===== src/rtl/fifo_arb_pkg.sv =====
// Shared types and a reference round-robin search used by the fifo_rr_arbiter slice.
package fifo_arb_pkg;

  typedef enum logic {ARB_IDLE, ARB_LOCK} arb_state_t;

  typedef struct packed {
    logic       found;
    logic [7:0] idx;
  } rr_hit_t;

  // Behavioural form of the search that rr_pick implements structurally.
  function automatic rr_hit_t rr_first(input logic [63:0] req, input int unsigned n,
                                       input int unsigned ptr);
    rr_hit_t     r;
    int unsigned idx;
    r = '0;
    for (int unsigned k = 0; k < 64; k++) begin
      if (k < n && !r.found) begin
        idx = (ptr + k) % n;
        if (req[idx]) begin
          r.found = 1'b1;
          r.idx   = 8'(idx);
        end
      end
    end
    return r;
  endfunction

endpackage


===== src/rtl/fifo_rr_arbiter_rr_pick.sv =====
// rr_pick: combinational round-robin search of N_REQ requests starting at ptr.
module rr_pick #(
  parameter int unsigned N_REQ = 4
) (
  input  logic [N_REQ-1:0]         req,
  input  logic [$clog2(N_REQ)-1:0] ptr,
  output logic [$clog2(N_REQ)-1:0] winner,
  output logic                     any_valid
);

  localparam int unsigned PW = $clog2(N_REQ);

  logic [2*N_REQ-1:0] dbl;
  logic [N_REQ-1:0]   rot;
  logic [PW-1:0]      off;
  logic [PW:0]        sum;

  // Rotate so ptr lands at bit 0, take the lowest set bit, then rotate the index back.
  always_comb begin
    dbl = {req, req} >> ptr;
    rot = dbl[N_REQ-1:0];
    off = '0;
    for (int unsigned i = N_REQ; i > 0; i--) begin
      if (rot[i-1]) off = PW'(i - 1);
    end
    sum = {1'b0, ptr} + {1'b0, off};
    if (sum >= (PW+1)'(N_REQ)) sum = sum - (PW+1)'(N_REQ);
    winner    = sum[PW-1:0];
    any_valid = |req;
  end

endmodule


===== src/rtl/fifo_rr_arbiter.sv =====
// fifo_rr_arbiter: round-robin N_REQ:1 valid/ready merge with a registered output stage.
// Optional per-owner burst locking is enabled by defining ARB_BURST_LOCK_EN.
module fifo_rr_arbiter
  import fifo_arb_pkg::*;
#(
  parameter int unsigned WIDTH     = 7,
  parameter int unsigned N_REQ     = 4,
  parameter int unsigned MAX_BURST = 4
) (
  input  logic                     clk,
  input  logic                     rst,
  input  logic [N_REQ-1:0]         req_valid,
  output logic [N_REQ-1:0]         req_ready,
  input  logic [N_REQ*WIDTH-1:0]   req_data,
  output logic                     out_valid,
  input  logic                     out_ready,
  output logic [WIDTH-1:0]         out_data,
  output logic [$clog2(N_REQ)-1:0] out_src
);

  localparam int unsigned PW = $clog2(N_REQ);

  if (N_REQ < 2) begin : g_chk_nreq
    $error("fifo_rr_arbiter: N_REQ must be at least 2");
  end
  if (MAX_BURST < 1) begin : g_chk_burst
    $error("fifo_rr_arbiter: MAX_BURST must be at least 1");
  end

  logic             out_valid_q, out_valid_d;
  logic [WIDTH-1:0] out_data_q,  out_data_d;
  logic [PW-1:0]    out_src_q,   out_src_d;
  logic [PW-1:0]    ptr_q,       ptr_d;

  logic             load;
  logic             xfer;
  logic [N_REQ-1:0] pick_req;
  logic [PW-1:0]    winner;
  logic             any_valid;
  logic [WIDTH-1:0] win_data;

  function automatic logic [PW-1:0] wrap_inc(input logic [PW-1:0] x);
    return (x == PW'(N_REQ - 1)) ? '0 : x + 1'b1;
  endfunction

  // Reset also gates load so no requester sees ready while the block is held in reset.
  assign load = rst & (~out_valid_q | out_ready);

`ifdef ARB_BURST_LOCK_EN
  localparam int unsigned BW = $clog2(MAX_BURST + 1);

  arb_state_t    state_q,    state_d;
  logic [PW-1:0] owner_q,    owner_d;
  logic [BW-1:0] beat_cnt_q, beat_cnt_d;

  assign pick_req = (state_q == ARB_LOCK) ? (req_valid & (N_REQ'(1) << owner_q)) : req_valid;
`else
  assign pick_req = req_valid;
`endif

  rr_pick #(.N_REQ(N_REQ)) u_pick (
    .req       (pick_req),
    .ptr       (ptr_q),
    .winner    (winner),
    .any_valid (any_valid)
  );

  assign xfer      = load & any_valid;
  assign req_ready = xfer ? (N_REQ'(1) << winner) : '0;

  always_comb begin
    win_data = '0;
    for (int unsigned i = 0; i < N_REQ; i++) begin
      if (winner == PW'(i)) win_data = req_data[i*WIDTH +: WIDTH];
    end
  end

  always_comb begin
    out_valid_d = out_valid_q;
    out_data_d  = out_data_q;
    out_src_d   = out_src_q;
    if (load) out_valid_d = xfer;
    if (xfer) begin
      out_data_d = win_data;
      out_src_d  = winner;
    end
  end

`ifdef ARB_BURST_LOCK_EN
  always_comb begin
    state_d    = state_q;
    owner_d    = owner_q;
    beat_cnt_d = beat_cnt_q;
    ptr_d      = ptr_q;
    case (state_q)
      ARB_IDLE: begin
        if (xfer) begin
          if (MAX_BURST == 1) begin
            ptr_d = wrap_inc(winner);
          end else begin
            state_d    = ARB_LOCK;
            owner_d    = winner;
            beat_cnt_d = BW'(1);
          end
        end
      end
      ARB_LOCK: begin
        if (xfer) begin
          if (beat_cnt_q + 1'b1 == BW'(MAX_BURST)) begin
            state_d    = ARB_IDLE;
            beat_cnt_d = '0;
            ptr_d      = wrap_inc(owner_q);
          end else begin
            beat_cnt_d = beat_cnt_q + 1'b1;
          end
        end else if (load && !req_valid[owner_q]) begin
          // Owner bubble: give up the lock without granting anyone this cycle.
          state_d    = ARB_IDLE;
          beat_cnt_d = '0;
          ptr_d      = wrap_inc(owner_q);
        end
      end
      default: state_d = ARB_IDLE;
    endcase
  end

  always_ff @(posedge clk or negedge rst) begin
    if (!rst) begin
      state_q    <= ARB_IDLE;
      owner_q    <= '0;
      beat_cnt_q <= '0;
    end else begin
      state_q    <= state_d;
      owner_q    <= owner_d;
      beat_cnt_q <= beat_cnt_d;
    end
  end
`else
  always_comb begin
    ptr_d = ptr_q;
    if (xfer) ptr_d = wrap_inc(winner);
  end
`endif

  always_ff @(posedge clk or negedge rst) begin
    if (!rst) begin
      out_valid_q <= 1'b0;
      out_data_q  <= '0;
      out_src_q   <= '0;
      ptr_q       <= '0;
    end else begin
      out_valid_q <= out_valid_d;
      out_data_q  <= out_data_d;
      out_src_q   <= out_src_d;
      ptr_q       <= ptr_d;
    end
  end

  assign out_valid = out_valid_q;
  assign out_data  = out_data_q;
  assign out_src   = out_src_q;

endmodule

===== config.mk =====
export PLATFORM = sky130hd
export DESIGN_NAME = fifo_rr_arbiter
export DESIGN_NICKNAME = d
export VERILOG_FILES = /design/src/rtl/fifo_arb_pkg.sv /design/src/rtl/fifo_rr_arbiter_rr_pick.sv /design/src/rtl/fifo_rr_arbiter.sv
export SDC_FILE = /design/constraint.sdc
export NUM_CORES = 1
export LEC_CHECK = 0
export ABC_AREA = 1
export BUFFER_PORTS_ARGS = -buffer_cell sky130_fd_sc_hd__buf_2
export CORE_MARGIN = 1.5
export CORE_UTILIZATION = 40
export DETAILED_ROUTE_END_ITERATION = 8
export PLACE_DENSITY = 0.71
export REMOVE_ABC_BUFFERS = 1
export SLEW_MARGIN = 20
export SYNTH_ARGS = -nofsm -noshare
export SYNTH_HDL_FRONTEND = slang
export SYNTH_SLANG_ARGS = --single-unit

===== constraint.sdc =====
create_clock -name clk -period 3.5 [get_ports clk]
set_input_delay 0.7 -clock clk [delete_from_list [all_inputs] [get_ports clk]]
set_output_delay 0.7 -clock clk [all_outputs]
set_load 0.02 [all_outputs]

==> results of run 1 <==
==> stage by stage <==
stage | cells | cell area [µm²] | setup WS (ns)
finish | 211 | 1240 | 0.217
global route | 211 | 1240 | -0.0469
CTS | 210 | 1220 | 0.210
detailed placement | 206 | 1180 | 0.229
global placement | 206 | 1180 | 0.316
floorplan | 126 | 876 | 0.350
==> placed cells by master (no fill, tap or decap) <==
cell type  count
nand2_2        6
xor2_2         1
dfrtp_1       10
nor2_1        13
inv_2          3
nor2_2         1
dfrtp_2        2
inv_1          9
clkbuf_4       3
buf_4          5
a21boi_0       1
ha_2           2
buf_2         48
o21a_1         2
o21ai_1        1
ha_1           3
nand2_1       32
o22ai_1        1
o21ai_0        1
nand3_1       10
clkbuf_8       1
o211ai_1       7
a21oi_1       21
==> registers in the layout, summed over array words and instances, names as in the netlist <==
register   count
out_data       7
ptr_q          2
out_src        2
out_valid      1
==> layer usage <==
metal | vias to the layer above | routed length [µm]
met5 | - | 0
met3 | 4 | 159
li1 | 538 | -
met1 | 494 | 1050
met2 | 44 | 1360
met4 | 0 | 29
==> critical path, stage by stage <==
cell	delay (ns)
buf_2	0.11
nand2_1	0.08
nand3_1	0.10
nand2_1	0.10
nand3_1	0.08
a21boi_0	0.20
ha_2	0.23
xor2_2	0.17
inv_1	0.06
nand3_1	0.09
nand2_2	0.09
inv_1	0.09
ha_1	0.17
inv_1	0.04
nor2_1	0.09
buf_2	0.17
==> path summary, 6_finish.rpt <==
check	from	end	slack, ns
max in group asynchronous	rst	ptr_q[0]	2.97
setup / recovery	req_valid[3]	req_ready[1]	0.22
setup reg to reg	ptr_q[1]	out_data[1]	0.67
hold / removal	rst	out_data[2]	0.29
min in group clk	out_src[1]	out_src[1]	0.49
hold reg to reg	out_src[1]	out_src[1]	0.49
==> cell type report <==
type / count / area (µm²) / area share
clock buffers: 4 / 36.3 / 0.0293
inverters: 12 / 45.0 / 0.0363
multi-input cells: 102 / 543 / 0.438
flip-flops and latches: 12 / 303 / 0.244
well taps: 28 / 35.0 / 0.0283
repair buffers: 53 / 278 / 0.224
==> kinds of logic (layout without fill, tap and decap cells) <==
logic type / count (synthesis) / in the layout
compound gates: 34 / 34
xor+xnor: 1 / 1
flops: 12 / 12
buf+inv: 17 / 69
simple gates: 62 / 62
fa+ha+maj: 5 / 5
==> report_power, final <==
group          leakage (nW)  internal (mW)  total (mW)  switching (mW)
combinational         0.512          0.483        1.23           0.749
sequential            0.137          0.210       0.264          0.0534
clock                0.0210         0.0633       0.112          0.0488
total                 0.670          0.757        1.61           0.852
==> repair_timing <==
action / in CTS / in global routing
resized for setup: 0 / 5
buffers inserted: 0 / 1
setup endpoints to repair: 0 / 3
==> metrics.md, run 1 <==
| Metric | Value |
|---|---|
| Status | finished, final reports clean |
| Setup crit end kind | output port |
| Clk sinks | 12 |
| CTS Hold Buffers Added | 0 |
| GRT overflow | 0 |
| GR peak layer | met2 |
| Mux contribution to synthesized area | 0 |
| Diode count | 0 |
| Root Driver | clkbuf_4 |
| Antenna violations before repair | 0 |
| Post-Synth Simple-Gate Area | 0.291 |
| YS warnings | 0 |
| Number of synthesized flops with an enable pin | 0 |
| # Max-Cap Violations | 0 |
| Max Root-Sink Buffers | 2 |
| GR Util met1 | 0.279 |
| Largest family of logic cells by synthesized area | simple AND/OR/NAND/NOR gates |
| Flops & latches, synth | 12 |
| Vias in the first global route | 1000 |
| M3 GR Usage | 0.0536 |
| Leakage | 0.670 nW |
| CP Max Fanout | 4 |
| First-pass GRT wire length | 4340 µm |
| Total power | 1.61 mW |
| Routed wire length | 2600 µm |
| Die Wd | 50.5 µm |
| CP Class | input port to output port |
| Pre-antenna DRT Iters | 4 |
| Max H-tree Level | 1 |
| Drt via density | 5.12 |
| FILL cells | 217 |
| Share of cells above drive strength 1 | 0.393 |
| Critical Path AT | 2.58 ns |
| Seq/Total Area, Yosys | 0.332 |
| Cells after Synth | 131 |
| Top cells by area, synth | dfrtp_1, nand2_1, a21oi_1 |
| Die area | 2550 µm² |
| Port bufs | between 40 and 50 |
| Synth Flop Type | dfrtp_1 |
| TritonCTS Buffers | 3 |
| Clk Latency, worst-skew pair | between 0.2 and 0.3 ns |
| PwrDens | ~1300 nW/µm² |
| Mapped Area | 903 µm² |
| Asr flop ratio synth | 1.00 |
| DRT iter0 DRCs | 16 |
| Post-synth top area share | 0.332 |
| Clock transition at the registers of the reported paths | 0.08 ns |
| Final period util | 0.938 |
| Worst rel slew slack | 0.724 |
| Core Region | 2170 µm² |
| Die H | just over 50 µm |
| IO Pins | 49 |
| Hold slack | 0.293 ns |
| Clock skew | 0.00345 ns |
| Top-count cell post-synth | nand2_1 |
| Row count | 17 |
| Hold Path Class | input port to asynchronous set/reset pin |
| GPL Wtd Cong | 0.755 |
| R2r worst-path depth | 18 |
| Synth top cells by count | nand2_1, a21oi_1, nor2_1, dfrtp_1, nand3_1 |
| Worst EP required | ~2.8 ns |
| Routed WL per cell | 12.3 µm |
| Initial Utilization | 0.416 |
| CP Launch Type | input port |
| Endpoints failing setup | 0 |
| Synth Area in Compound Gates | 0.217 |
| Crit path time final | 3.28 ns |
| Setup Total Neg Slack | 0 ns |
| Yosys cell types | 20 |
| Routing usage on met2 | 0.388 |
| Post-Synth XOR/XNOR Area | 0.00970 |
| Area delta synth->final | 37.3% |
| DR DRC count | 0 |
| Yosys top cell by area | dfrtp_1 |
| Slew Viols, Final | 0 |
| Dpl hpwl | 2040 µm |
| Adder-cell share of the synthesized area | 0.0693 |
| Final core occ | 0.572 |
| TritonCTS clock tree | yes |
| VDD IR-drop max | approximately 0.00069 V |
| Final net count | 224 |
| Post-route ant nets | 0 |
| Largest net degree at the start of global routing | 15 |
| Fmax | slightly above 0.3 GHz |
| DR vias | 1080 |
| All-Layer GR Usage | 0.227 |
| Fin. Hold Viols | 0 |
| Worst Max-Slew Pin Slew | 0.414 ns |
| Avg Cell Area, Syn | 6.90 µm² |
Power figures use the tool's default switching activity.
==> inputs of run 2 (changes only) <==
--- a/config.mk
+++ b/config.mk
@@ -10,9 +10,11 @@
 export CORE_MARGIN = 1.5
 export CORE_UTILIZATION = 40
 export DETAILED_ROUTE_END_ITERATION = 8
-export PLACE_DENSITY = 0.71
+export PLACE_DENSITY = 0.69
+export RECOVER_POWER = 25
 export REMOVE_ABC_BUFFERS = 1
 export SLEW_MARGIN = 20
 export SYNTH_ARGS = -nofsm -noshare
 export SYNTH_HDL_FRONTEND = slang
+export SYNTH_HIERARCHICAL = 1
 export SYNTH_SLANG_ARGS = --single-unit
==> run 2 against run 1 <==
Net effect: cell count grew 13%; final area grew 3.8%; critical path depth shrank 1; total power shrank 3.4%; clock skew is essentially flat; critical endpoint is now req_ready[3].
==> metrics.md, run 2 <==
| Metric | Value |
|---|---|
| Row count | 17 (unchanged) |
| Setup crit end kind | output port |
| Most common cell after layout, fill and taps aside | nand2_1 |
| GRT overflow | 0 (unchanged) |
| Routed wire length | 2610 µm (+0.35%) |
| Number of synthesized flops with an enable pin | 0 (unchanged) |
| PwrDens | 1210 nW/µm² (-7.0%) |
| Clk sinks | 12 (unchanged) |
| Flops & latches, synth | 12 (unchanged) |
| Post-Place Cells | 235 (+14%) |
| Post-route setup slack | 0.209 ns (-0.00854 ns) |
| Worst EP required | 2.80 ns (about the same) |
| Avg Cell Area, Syn | 6.19 µm² (-10%) |
| All-Layer GR Usage | 0.206 (-0.0214) |
| Synth Flop Type | dfrtp_1 |
| GPL Wtd Cong | 0.790 (+4.6%) |
| Final period util | 0.940 (+0.00244) |
| YS warnings | 6 (+6) |
| Status | finished, final reports clean |
| Initial Utilization | 0.435 (+0.0185) |
| Pre-antenna DRT Iters | 4 (unchanged) |
| Placed inst area | 1250 µm² (+6.2%) |
| Yosys cell types | 19 (-5.0%) |
| TritonCTS clock tree | yes |
| Max Root-Sink Buffers | 2 (unchanged) |
| CP max stage cell | xor2_1 |
| Worst Max-Slew Pin Slew | 0.720 ns (+0.306 ns) |
| Yosys top cell by area | dfrtp_1 |
| CP Launch Type | input port |
| Die area | 2780 µm² (+9.0%) |
| TritonCTS Buffers | 3 (unchanged) |
| Final net count | 252 (+13%) |
| Hold Path Class | flop to flop |
| Largest net degree at the start of global routing | 22 (+7) |
| Post-route ant nets | 0 (unchanged) |
| Root Driver | clkbuf_4 |
| Seq/Total Area, Yosys | 0.303 (-0.0290) |
| WP buf/inv | 4 (-1) |
| Worst rel slew slack | 0.520 (-0.204) |
| Synth top cells by count | nand2_1, nor2_1, nand3_1, dfrtp_1, inv_1 |
| DR DRC count | 0 (unchanged) |
| Vias in the first global route | 1018 (+1.8%) |
| Worst-path cell chain | buf_2 > nand2_1 > nand3_1 > nand2_1 > nand3_1 > a21boi_1 > ha_1 > xor2_1 > inv_1 > nand3_1 > nand2_1 > ha_1 > inv_1 > nor2_8 > buf_2 |
| Area delta synth->final | 30.1% |
| IO Pins | 49 (unchanged) |
| Crit path time final | 3.29 ns (+0.00854 ns) |
| Critical Path AT | 2.59 ns (about the same) |
| Final core occ | 0.566 (-0.00582) |
| DP Worst Slack | 0.271 ns (+0.0419 ns) |
| # Max-Cap Violations | 0 (unchanged) |
| Drt via density | 4.90 (-4.3%) |
| Die H | 52.7 µm (+4.4%) |
| Dpl hpwl | 2060 µm (+1.0%) |
| Top delay family on crit path | simple AND/OR/NAND/NOR gates |
| Total power | 1.55 mW (-3.4%) |
| First-pass GRT wire length | 4180 µm (-3.7%) |
| VDD IR-drop max | 0.000729 V (+6.1%) |
| Commonest cells after routing, fill and taps aside | nand2_1, buf_2, nor2_1 |
| Top cells by area, synth | dfrtp_1, nand2_1, nor2_1 |
| Endpoints failing setup | 0 (unchanged) |
| Cells after Synth | 160 (+22%) |
| Share of cells above drive strength 1 | 0.299 (-0.0949) |
| Hold slack | 0.485 ns (+0.192 ns) |
| Slowest stage delay, CP | 0.21 ns (-0.02 ns) |
| Leakage | 0.787 nW (+17%) |
| Mapped Area | 990 µm² (+9.6%) |
| Clock skew | 0.00311 ns (-0.000335 ns) |
| Clk Latency, worst-skew pair | 0.28 ns (about the same) |
| CP Max Fanout | 8 (+4) |
| Die Wd | 52.7 µm (+4.4%) |
| Post-synth top area share | 0.303 (-0.0290) |
| CP Class | input port to output port |
| Setup Total Neg Slack | 0 ns (unchanged) |
| Asr flop ratio synth | 1.00 (unchanged) |
| Antenna violations before repair | 0 (unchanged) |
| Finished Layout Cells | 239 (+13%) |
| Slew Viols, Final | 0 (unchanged) |
| Fin area | 1290 µm² (+3.8%) |
| # Post-CTS Setup Buffers | 0 (unchanged) |
| Core Region | 2280 µm² (+4.9%) |
| DR vias | 1171 (+8.4%) |
| Fmax | 0.304 GHz (-0.26%) |
| Max H-tree Level | 1 (unchanged) |
| DRT iter0 DRCs | 36 (+20) |
| Clock transition at the registers of the reported paths | 0.09 ns (about the same) |
| RSZ-0062 raised after global routing | false |
| Max reg flops | 7 (unchanged) |
| Fin. Hold Viols | 0 (unchanged) |
| Top-count cell post-synth | nand2_1 |
| Port bufs | 48 (unchanged) |
| Routed WL per cell | 10.9 µm (-11%) |
| Diode count | 0 (unchanged) |
-- run 2: layout make-up --
type | instances | area [µm²]
fill | 240 | 988
sequential | 12 | 302
multi-input combinational | 131 | 604
clock buffer | 4 | 36.3
tap | 28 | 35.0
inverter | 12 | 45.0
timing repair buffer | 52 | 265
-- run 2: worst reg2reg max path, delay by kind of cell (launching register included) --
family,cells,cell delay [ns]
AOI/OAI and AO/OA,1,0.14
xor gates and xnor gates,1,0.21
adders and majority gates,2,0.36
buffers and inverters,4,0.44
DFF,1,0.43
and+or+nand+nor,12,0.95
-- run 2: timing repair --
item                                    4_1_cts  5_1_grt
endpoints found under the setup margin        0        1
gates resized for setup                       0        1
hold buffers                                  0        0
-- run 2: cells by family (layout without fill, tap and decap cells) --
group / count (synthesis) / count (layout) / share of synthesized area
AND/OR/NAND/NOR: 120 / 120 / 0.511
buffers and inverters: 17 / 68 / 0.0860
flip-flops: 12 / 12 / 0.303
adder cells (fa/ha/maj): 5 / 5 / 0.0632
AO/OA/AOI/OAI: 5 / 5 / 0.0278
XOR/XNOR: 1 / 1 / 0.00885
-- run 2: layer usage --
layer	vias up	part of all wire	GRT usage
met1	525	0.43	0.241
met3	8	0.050	0.0371
met4	0	0.015	0.0641
met5	-	0	0
met2	44	0.51	0.373
li1	594	-	-
-- run 2: final timing paths --
check	slack (ns)	start	endpoint	cells past startpoint
min reg2reg	0.48	out_src[1]	out_src[1]	2
max	0.21	req_valid[1]	req_ready[3]	15
min	0.48	out_src[1]	out_src[1]	2
max reg2reg	0.93	ptr_q[0]	out_data[4]	20
max in group asynchronous	2.40	rst	ptr_q[0]	2
min in group asynchronous	0.60	rst	out_src[1]	2
-- run 2: power breakdown --
group	leakage [nW]	internal [mW]	switching, mW
combinational	0.617	0.430	0.755
clock	0.0210	0.0633	0.0561
sequential	0.149	0.204	0.0454
total	0.787	0.697	0.857
